**src/rtl/memio_pkg.sv**
```systemverilog
// Shared types and constants for the CPU data-side memory/IO bus controller.
// Slot constants name the peripherals already wired to the IO window.
package memio_pkg;

  typedef enum logic [1:0] {
    IDLE   = 2'd0,
    ACCESS = 2'd1,
    DONE   = 2'd2,
    ERR    = 2'd3
  } state_e;

  localparam logic [31:0] IO_BASE_DEFAULT = 32'hFFFFFC00;

  localparam int unsigned SLOT_TUBE     = 0;
  localparam int unsigned SLOT_KEYBOARD = 1;
  localparam int unsigned SLOT_TIMER    = 2;
  localparam int unsigned SLOT_PWM      = 3;
  localparam int unsigned SLOT_WATCHDOG = 5;
  localparam int unsigned SLOT_LED      = 6;
  localparam int unsigned SLOT_SWITCH   = 7;

  localparam logic [31:0] ERR_DATA = 32'h0;

endpackage

```
**src/rtl/memio_slot_decoder.sv**
```systemverilog
// Combinational IO window decoder: 16-byte line address -> {hit, slot index, one-hot}.
// Takes the line address (address[31:4]) so it can be shared with the debug bus.
module memio_slot_decoder
  import memio_pkg::*;
#(
  parameter int unsigned N_SLOTS = 8,
  parameter logic [31:0] IO_BASE = IO_BASE_DEFAULT
) (
  input  logic [27:0]        line_addr,
  output logic               hit,
  output logic [3:0]         slot,
  output logic [N_SLOTS-1:0] onehot
);

  localparam logic [27:0] BASE_LINE = IO_BASE[31:4];

  logic [27:0] offset;

  // Modular subtraction keeps a single comparator for both window ends.
  always_comb begin
    offset = line_addr - BASE_LINE;
    hit    = (offset < 28'(N_SLOTS));
    slot   = offset[3:0];
    onehot = '0;
    for (int unsigned i = 0; i < N_SLOTS; i++) begin
      if (hit && (slot == 4'(i))) onehot[i] = 1'b1;
    end
  end

endmodule

```
**src/rtl/memio_bus_ctrl.sv**
```systemverilog
// CPU data-side bus controller: combinational RAM path, registered IO transactions
// with per-slot ready handshake, CPU stall and timeout bus error.
module memio_bus_ctrl
  import memio_pkg::*;
#(
  parameter int unsigned N_SLOTS = 8,
  parameter logic [31:0] IO_BASE = IO_BASE_DEFAULT,
  parameter int unsigned IO_DW   = 16,
  parameter int unsigned TIMEOUT = 15
) (
  input  logic                       clock,
  input  logic                       reset,
  input  logic [31:0]                caddress,
  input  logic                       memread,
  input  logic                       memwrite,
  input  logic                       ioread,
  input  logic                       iowrite,
  input  logic                       sign_ext,
  input  logic [31:0]                mread_data,
  input  logic [31:0]                wdata,
  input  logic [N_SLOTS*IO_DW-1:0]   io_rdata,
  input  logic [N_SLOTS-1:0]         io_ready,
  output logic [31:0]                address,
  output logic [31:0]                write_data,
  output logic [31:0]                rdata,
  output logic [N_SLOTS-1:0]         io_cs,
  output logic                       io_rd,
  output logic                       io_wr,
  output logic                       stall,
  output logic                       bus_err,
  output logic [31:0]                err_addr
);

  localparam int unsigned   CW       = (TIMEOUT < 2) ? 1 : $clog2(TIMEOUT);
  localparam logic [CW-1:0] CNT_LAST = CW'(TIMEOUT - 1);

  state_e             state_q, state_d;
  logic [31:0]        addr_q, addr_d;
  logic [31:0]        wdata_q, wdata_d;
  logic [31:0]        rdata_q, rdata_d;
  logic [31:0]        err_addr_q, err_addr_d;
  logic [3:0]         slot_q, slot_d;
  logic               wr_q, wr_d;
  logic [CW-1:0]      cnt_q, cnt_d;
  logic [N_SLOTS-1:0] io_cs_q, io_cs_d;
  logic               io_rd_q, io_rd_d;
  logic               io_wr_q, io_wr_d;
  logic               bus_err_q, bus_err_d;

  logic               dec_hit;
  logic [3:0]         dec_slot;
  logic [N_SLOTS-1:0] dec_onehot;
  logic               io_req;
  logic               ready_sel;
  logic [IO_DW-1:0]   slot_data;
  logic [31:0]        slot_ext;

  memio_slot_decoder #(
    .N_SLOTS (N_SLOTS),
    .IO_BASE (IO_BASE)
  ) u_slot_decoder (
    .line_addr (caddress[31:4]),
    .hit       (dec_hit),
    .slot      (dec_slot),
    .onehot    (dec_onehot)
  );

  // Ready is masked by the registered select, so other slots' strobes are ignored.
  always_comb begin
    io_req    = ioread | iowrite;
    ready_sel = |(io_ready & io_cs_q);
    slot_data = '0;
    for (int unsigned s = 0; s < N_SLOTS; s++) begin
      if (slot_q == 4'(s)) slot_data = io_rdata[s*IO_DW +: IO_DW];
    end
    slot_ext             = (sign_ext && slot_data[IO_DW-1]) ? '1 : '0;
    slot_ext[IO_DW-1:0]  = slot_data;
  end

  always_comb begin
    state_d    = state_q;
    addr_d     = addr_q;
    wdata_d    = wdata_q;
    rdata_d    = rdata_q;
    err_addr_d = err_addr_q;
    slot_d     = slot_q;
    wr_d       = wr_q;
    cnt_d      = cnt_q;
    case (state_q)
      IDLE: begin
        if (io_req) begin
          addr_d = caddress;
          if (dec_hit) begin
            state_d = ACCESS;
            wdata_d = wdata;
            slot_d  = dec_slot;
            wr_d    = iowrite;
            cnt_d   = '0;
          end else begin
            state_d    = ERR;
            err_addr_d = caddress;
          end
        end
      end
      ACCESS: begin
        if (ready_sel) begin
          rdata_d = slot_ext;
          state_d = DONE;
        end else if (cnt_q == CNT_LAST) begin
          state_d    = ERR;
          err_addr_d = addr_q;
        end else begin
          cnt_d = cnt_q + 1'b1;
        end
      end
      DONE:    state_d = IDLE;
      ERR:     state_d = IDLE;
      default: state_d = IDLE;
    endcase

    // Strobes are computed from the next state so they line up with it as flops.
    io_cs_d   = '0;
    if (state_d == ACCESS) io_cs_d = (state_q == IDLE) ? dec_onehot : io_cs_q;
    io_rd_d   = (state_d == ACCESS) && !wr_d;
    io_wr_d   = (state_d == ACCESS) && wr_d;
    bus_err_d = (state_d == ERR);
  end

  always_ff @(posedge clock) begin
    if (reset) begin
      state_q    <= IDLE;
      addr_q     <= '0;
      wdata_q    <= '0;
      rdata_q    <= '0;
      err_addr_q <= '0;
      slot_q     <= '0;
      wr_q       <= 1'b0;
      cnt_q      <= '0;
      io_cs_q    <= '0;
      io_rd_q    <= 1'b0;
      io_wr_q    <= 1'b0;
      bus_err_q  <= 1'b0;
    end else begin
      state_q    <= state_d;
      addr_q     <= addr_d;
      wdata_q    <= wdata_d;
      rdata_q    <= rdata_d;
      err_addr_q <= err_addr_d;
      slot_q     <= slot_d;
      wr_q       <= wr_d;
      cnt_q      <= cnt_d;
      io_cs_q    <= io_cs_d;
      io_rd_q    <= io_rd_d;
      io_wr_q    <= io_wr_d;
      bus_err_q  <= bus_err_d;
    end
  end

  always_comb begin
    address    = (state_q == IDLE) ? caddress : addr_q;
    stall      = (state_q == ACCESS) || ((state_q == IDLE) && io_req);
    write_data = '0;
    if ((state_q == ACCESS) && wr_q) write_data = wdata_q;
    else if ((state_q == IDLE) && memwrite && !io_req) write_data = wdata;
    rdata = ERR_DATA;
    if (state_q == DONE) rdata = rdata_q;
    else if ((state_q == IDLE) && memread && !io_req) rdata = mread_data;
    io_cs    = io_cs_q;
    io_rd    = io_rd_q;
    io_wr    = io_wr_q;
    bus_err  = bus_err_q;
    err_addr = err_addr_q;
  end

endmodule

```
**config.mk**
```make
export PLATFORM = sky130hd
export DESIGN_NAME = memio_bus_ctrl
export DESIGN_NICKNAME = d
export VERILOG_FILES = /design/src/rtl/memio_pkg.sv /design/src/rtl/memio_slot_decoder.sv /design/src/rtl/memio_bus_ctrl.sv
export SDC_FILE = /design/constraint.sdc
export NUM_CORES = 1
export LEC_CHECK = 0
export CAP_MARGIN = 15
export CORE_MARGIN = 10
export CORE_UTILIZATION = 42
export CTS_CLUSTER_SIZE = 16
export DETAILED_ROUTE_END_ITERATION = 6
export GPL_ROUTABILITY_DRIVEN = 0
export PLACE_DENSITY = 0.93
export SYNTH_ARGS = -nofsm -noshare
export SYNTH_HDL_FRONTEND = slang
export SYNTH_HIERARCHICAL = 1
export SYNTH_SLANG_ARGS = --single-unit
```
**constraint.sdc**
```tcl
create_clock -name clock -period 3 [get_ports clock]
set_input_delay 0.75 -clock clock [delete_from_list [all_inputs] [get_ports clock]]
set_output_delay 0.75 -clock clock [all_outputs]
set_load 0.01 [all_outputs]
```
==> impl_metrics.py <==
metrics = {
    "sta": {
        "min_period_over_period": 0.9885,
        "fin_skew_ns": 0.01091,
        "final_max_slew_viol_count": 0,
        "hold_viol": 0,
        "relSlewSlack": 0.5421,
        "finalSetupViolCount": 0,
        "max_freq_ghz": 0.3372,
        "worst_pin_slew_ns": 0.6869,
        "setup_ws_ns": 0.03451,
        "grt_setup_unrepaired": "false",
        "min_period_ns": 2.965,
    },
    "run": {
        "maxCapViolCount": 0,
    },
    "pwr": {
        "pwr-share-clk": 0.383,
        "power_frac_comb": 0.265,
        "power.density_nw_per_um2": 443.7,
        "pwr-share-seq": 0.352,
        "power.internal_uw": 3941,
        "ir_worst_vdd_mv": 0.4316,
        "netSwitchingFraction": 0.2984,
        "leakage_uw": 0.005283,
        "p_sw_uw": 1676,
    },
    "finish": {
        "syn_to_final_growth_pct": 61.07,
        "finalNetCount": 1683,
        "fin_util": 0.6952,
        "final_cells": 1685,
        "layout-drive-gt1-share": 0.09759,
    },
    "drt": {
        "drt_drc_violations_left": 0,
        "avgRoutedWirePerCell_um": 21.47,
        "finalWirelength_um": 36170,
        "ant_nets": 0,
        "num_vias": 9862,
        "drt_first_pass_iters": 7,
        "first_iter_violations": 825,
        "via_per_inst": 5.853,
    },
    "critical_path": {
        "path_class": "in -> out",
        "endpoint_kind": "output port",
        "start_kind": "input port",
        "worstPathArrival_ns": 2.22,
        "critPathMaxFanout": 2,
        "crit_required_ns": 2.25,
    },
    "synth": {
        "syn_area_per_cell_um2": 7.230,
        "synthCells": 1087,
        "seq_area_frac_synth": 0.3439,
        "synth_seq_cells": 135,
        "async_reset_ff_frac": 0,
        "ys_warn_count": 6,
        "synthesis.nets": 1328,
        "synth.cell_area_um2": 7859,
        "synth-edff-count": 0,
        "ys.flop_type": "dfxtp_1",
        "yosysUniqueCellTypes": 55,
    },
    "cts": {
        "clk_pin_slew_ns": 0.06,
        "hold_buffers": 0,
        "cts_htree_levels": 4,
        "cts_sinks": 135,
        "cts_tree": "done",
        "clk_latency_ns": 0.42,
        "clockBufferDepth": 2,
        "numCtsBuffers": 17,
        "post_cts_buffers": 0,
        "clockRootBuffer": "clkbuf_16",
    },
    "global_routing": {
        "grt_max_degree": 54,
        "grt_pass1_vias": 9641,
        "grt_pass1_wl_um": 53700,
        "grt_usage": 0.2734,
        "grt_overflow": 0,
        "grt_antenna_before_repair": 0,
    },
    "floorplan": {
        "ios": 379,
        "coreArea_um2": 18210,
        "core.rowCount": 49,
        "design.die.area_um2": 24580,
        "die_y_um": 156.8,
        "start_util": 0.4316,
        "die_w_um": 156.8,
    },
    "placed_design": {
        "io_buffers": 378,
        "placed_cells": 1651,
        "dpl.hpwl_um": 27010,
        "preCtsSetupSlack_ns": -0.2968,
    },
    "run_status": {
        "outcome": "finished, final reports clean",
    },
    "hold_path": {
        "min_path_type": "reg -> reg",
    },
}
-- layout by cell type (no fill, tap or decap), types with 3 or more instances in the layout --
cell               n
buf_12            10
o21ai_0           19
a22oi_1           15
a311oi_1          32
a221o_1           14
dlygate4sd2_1     58
nand2b_1          16
nor2b_1            3
inv_1             20
or3_1              4
nor2_1            35
nor2_2             3
dlymetal6s2s_1     6
o41ai_2           14
a21oi_1          141
clkbuf_16         18
nor4_1             8
a21o_1            16
clkdlybuf4s50_1  312
nor3_1             6
nand4_1            4
inv_6              3
buf_4             60
nand2_1          347
dfxtp_1          134
a22o_1            50
nand3b_1          15
inv_8              3
clkinvlp_4         3
nand3_1           19
o22ai_1           16
-- state kept, by name, summed over array words and instances (netlist names) --
register and cells:
addr_q 32, err_addr 32, wdata_q 32, rdata_q 17, io_cs 8, cnt_q 4, slot_q 4, state_q 2
bus_err 1, io_rd 1, io_wr 1, wr_q 1
-- Yosys cell counts (all sizes together), types with 15 or more instances --
library cell	instances	area, µm²
nand2	347	1303
a21oi	141	705.7
dfxtp	135	2703
clkbuf	61	229.0
buf	51	294.0
a22o	50	437.9
nor2	40	157.6
a311oi	32	280.3
inv	20	75.07
o21ai	20	103.9
nand3	19	95.09
a21o	18	143.9
o22ai	17	112.6
nand2b	16	100.1
a22oi	15	112.6
nand3b	15	112.6
o41ai	15	236.5
-- repair_timing --
| item | CTS | global route |
|---|---|---|
| setup endpoints to repair | 66 | 89 |
| pin swaps | 0 | 1 |
| cloned | 0 | 1 |
| gates resized for setup | 63 | 10 |
-- metal layers --
metal,up-vias,GRT usage,routed length (µm)
met5,-,0,0
met4,0,0.1537,1852
met3,137,0.09293,3977
met2,613,0.4550,17200
met1,4586,0.2998,13140
li1,4526,-,-
-- area by class of cell --
| cell class | instances | area (µm²) |
|---|---|---|
| Fill cell | 1414 | 5550 |
| Multi-Input combinational cell | 820 | 4594 |
| Timing Repair Buffer | 448 | 4392 |
| Sequential cell | 135 | 2704 |
| Clock buffer | 18 | 439.2 |
| Tap cell | 229 | 286.5 |
| Clock inverter | 14 | 165.2 |
| Inverter | 20 | 75.07 |
| Antenna cell | 1 | 2.502 |
-- path summary, 6_finish.rpt --
check | startpoint | to | slack (ns) | cells past startpoint
max reg2reg | state_q[1]$_SDFF_PP0_ | err_addr[28]$_SDFFE_PP0P_ | 0.86 | 8
min reg2reg | wdata_q[24]$_SDFFE_PP0P_ | wdata_q[24]$_SDFFE_PP0P_ | 0.46 | 2
min | wdata_q[24]$_SDFFE_PP0P_ | wdata_q[24]$_SDFFE_PP0P_ | 0.46 | 2
max | ioread | stall | 0.03 | 5
-- power groups by stage --
| stage | Sequential, µW | Clock (µW) | Combinational (µW) |
|---|---|---|---|
| 2_1_floorplan | 2030 | 0 | 558 |
| 3_3_place_gp | 2000 | 0 | 1440 |
| 3_5_place_dp | 2010 | 0 | 1470 |
| 4_1_cts | 1970 | 2180 | 1470 |
| 5_1_grt | 1990 | 2250 | 1580 |
| 6_report | 1980 | 2150 | 1490 |
-- logic make-up (layout without fill, tap and decap cells) --
family                     Yosys count  in the layout  share of synthesized area
other                                0              1                          0
DFF                                135            135                     0.3439
buffers and inverters              132            500                    0.07610
adders and majority gates            2              2                   0.003184
and+or+nand+nor                    482            482                     0.2638
AOI/OAI and AO/OA                  331            331                     0.3036
xor gates and xnor gates             1              1                   0.001115
muxes                                4              4                   0.008279
-- through the flow --
| stage | hold WS [ns] | TNS [ns] | power [µW] | cell area [µm²] |
|---|---|---|---|---|
| floorplan | 0.4321 | 0 | 2585 | 7859 |
| global placement | 0.4429 | -29.17 | 3443 | 12060 |
| detailed placement | 0.4553 | -33.96 | 3480 | 12060 |
| CTS | 0.4637 | -1.202 | 5625 | 12600 |
| global route | 0.4825 | 0 | 5818 | 12660 |
| finish | 0.4631 | 0 | 5616 | 12660 |
-- critical path, cell delays in order --
cell and delay (ns):
clkdlybuf4s50_1 0.52, buf_4 0.14, o21ai_2 0.06, nand2_1 0.13, clkdlybuf4s50_1 0.62
(Power assumes the default switching activity.)
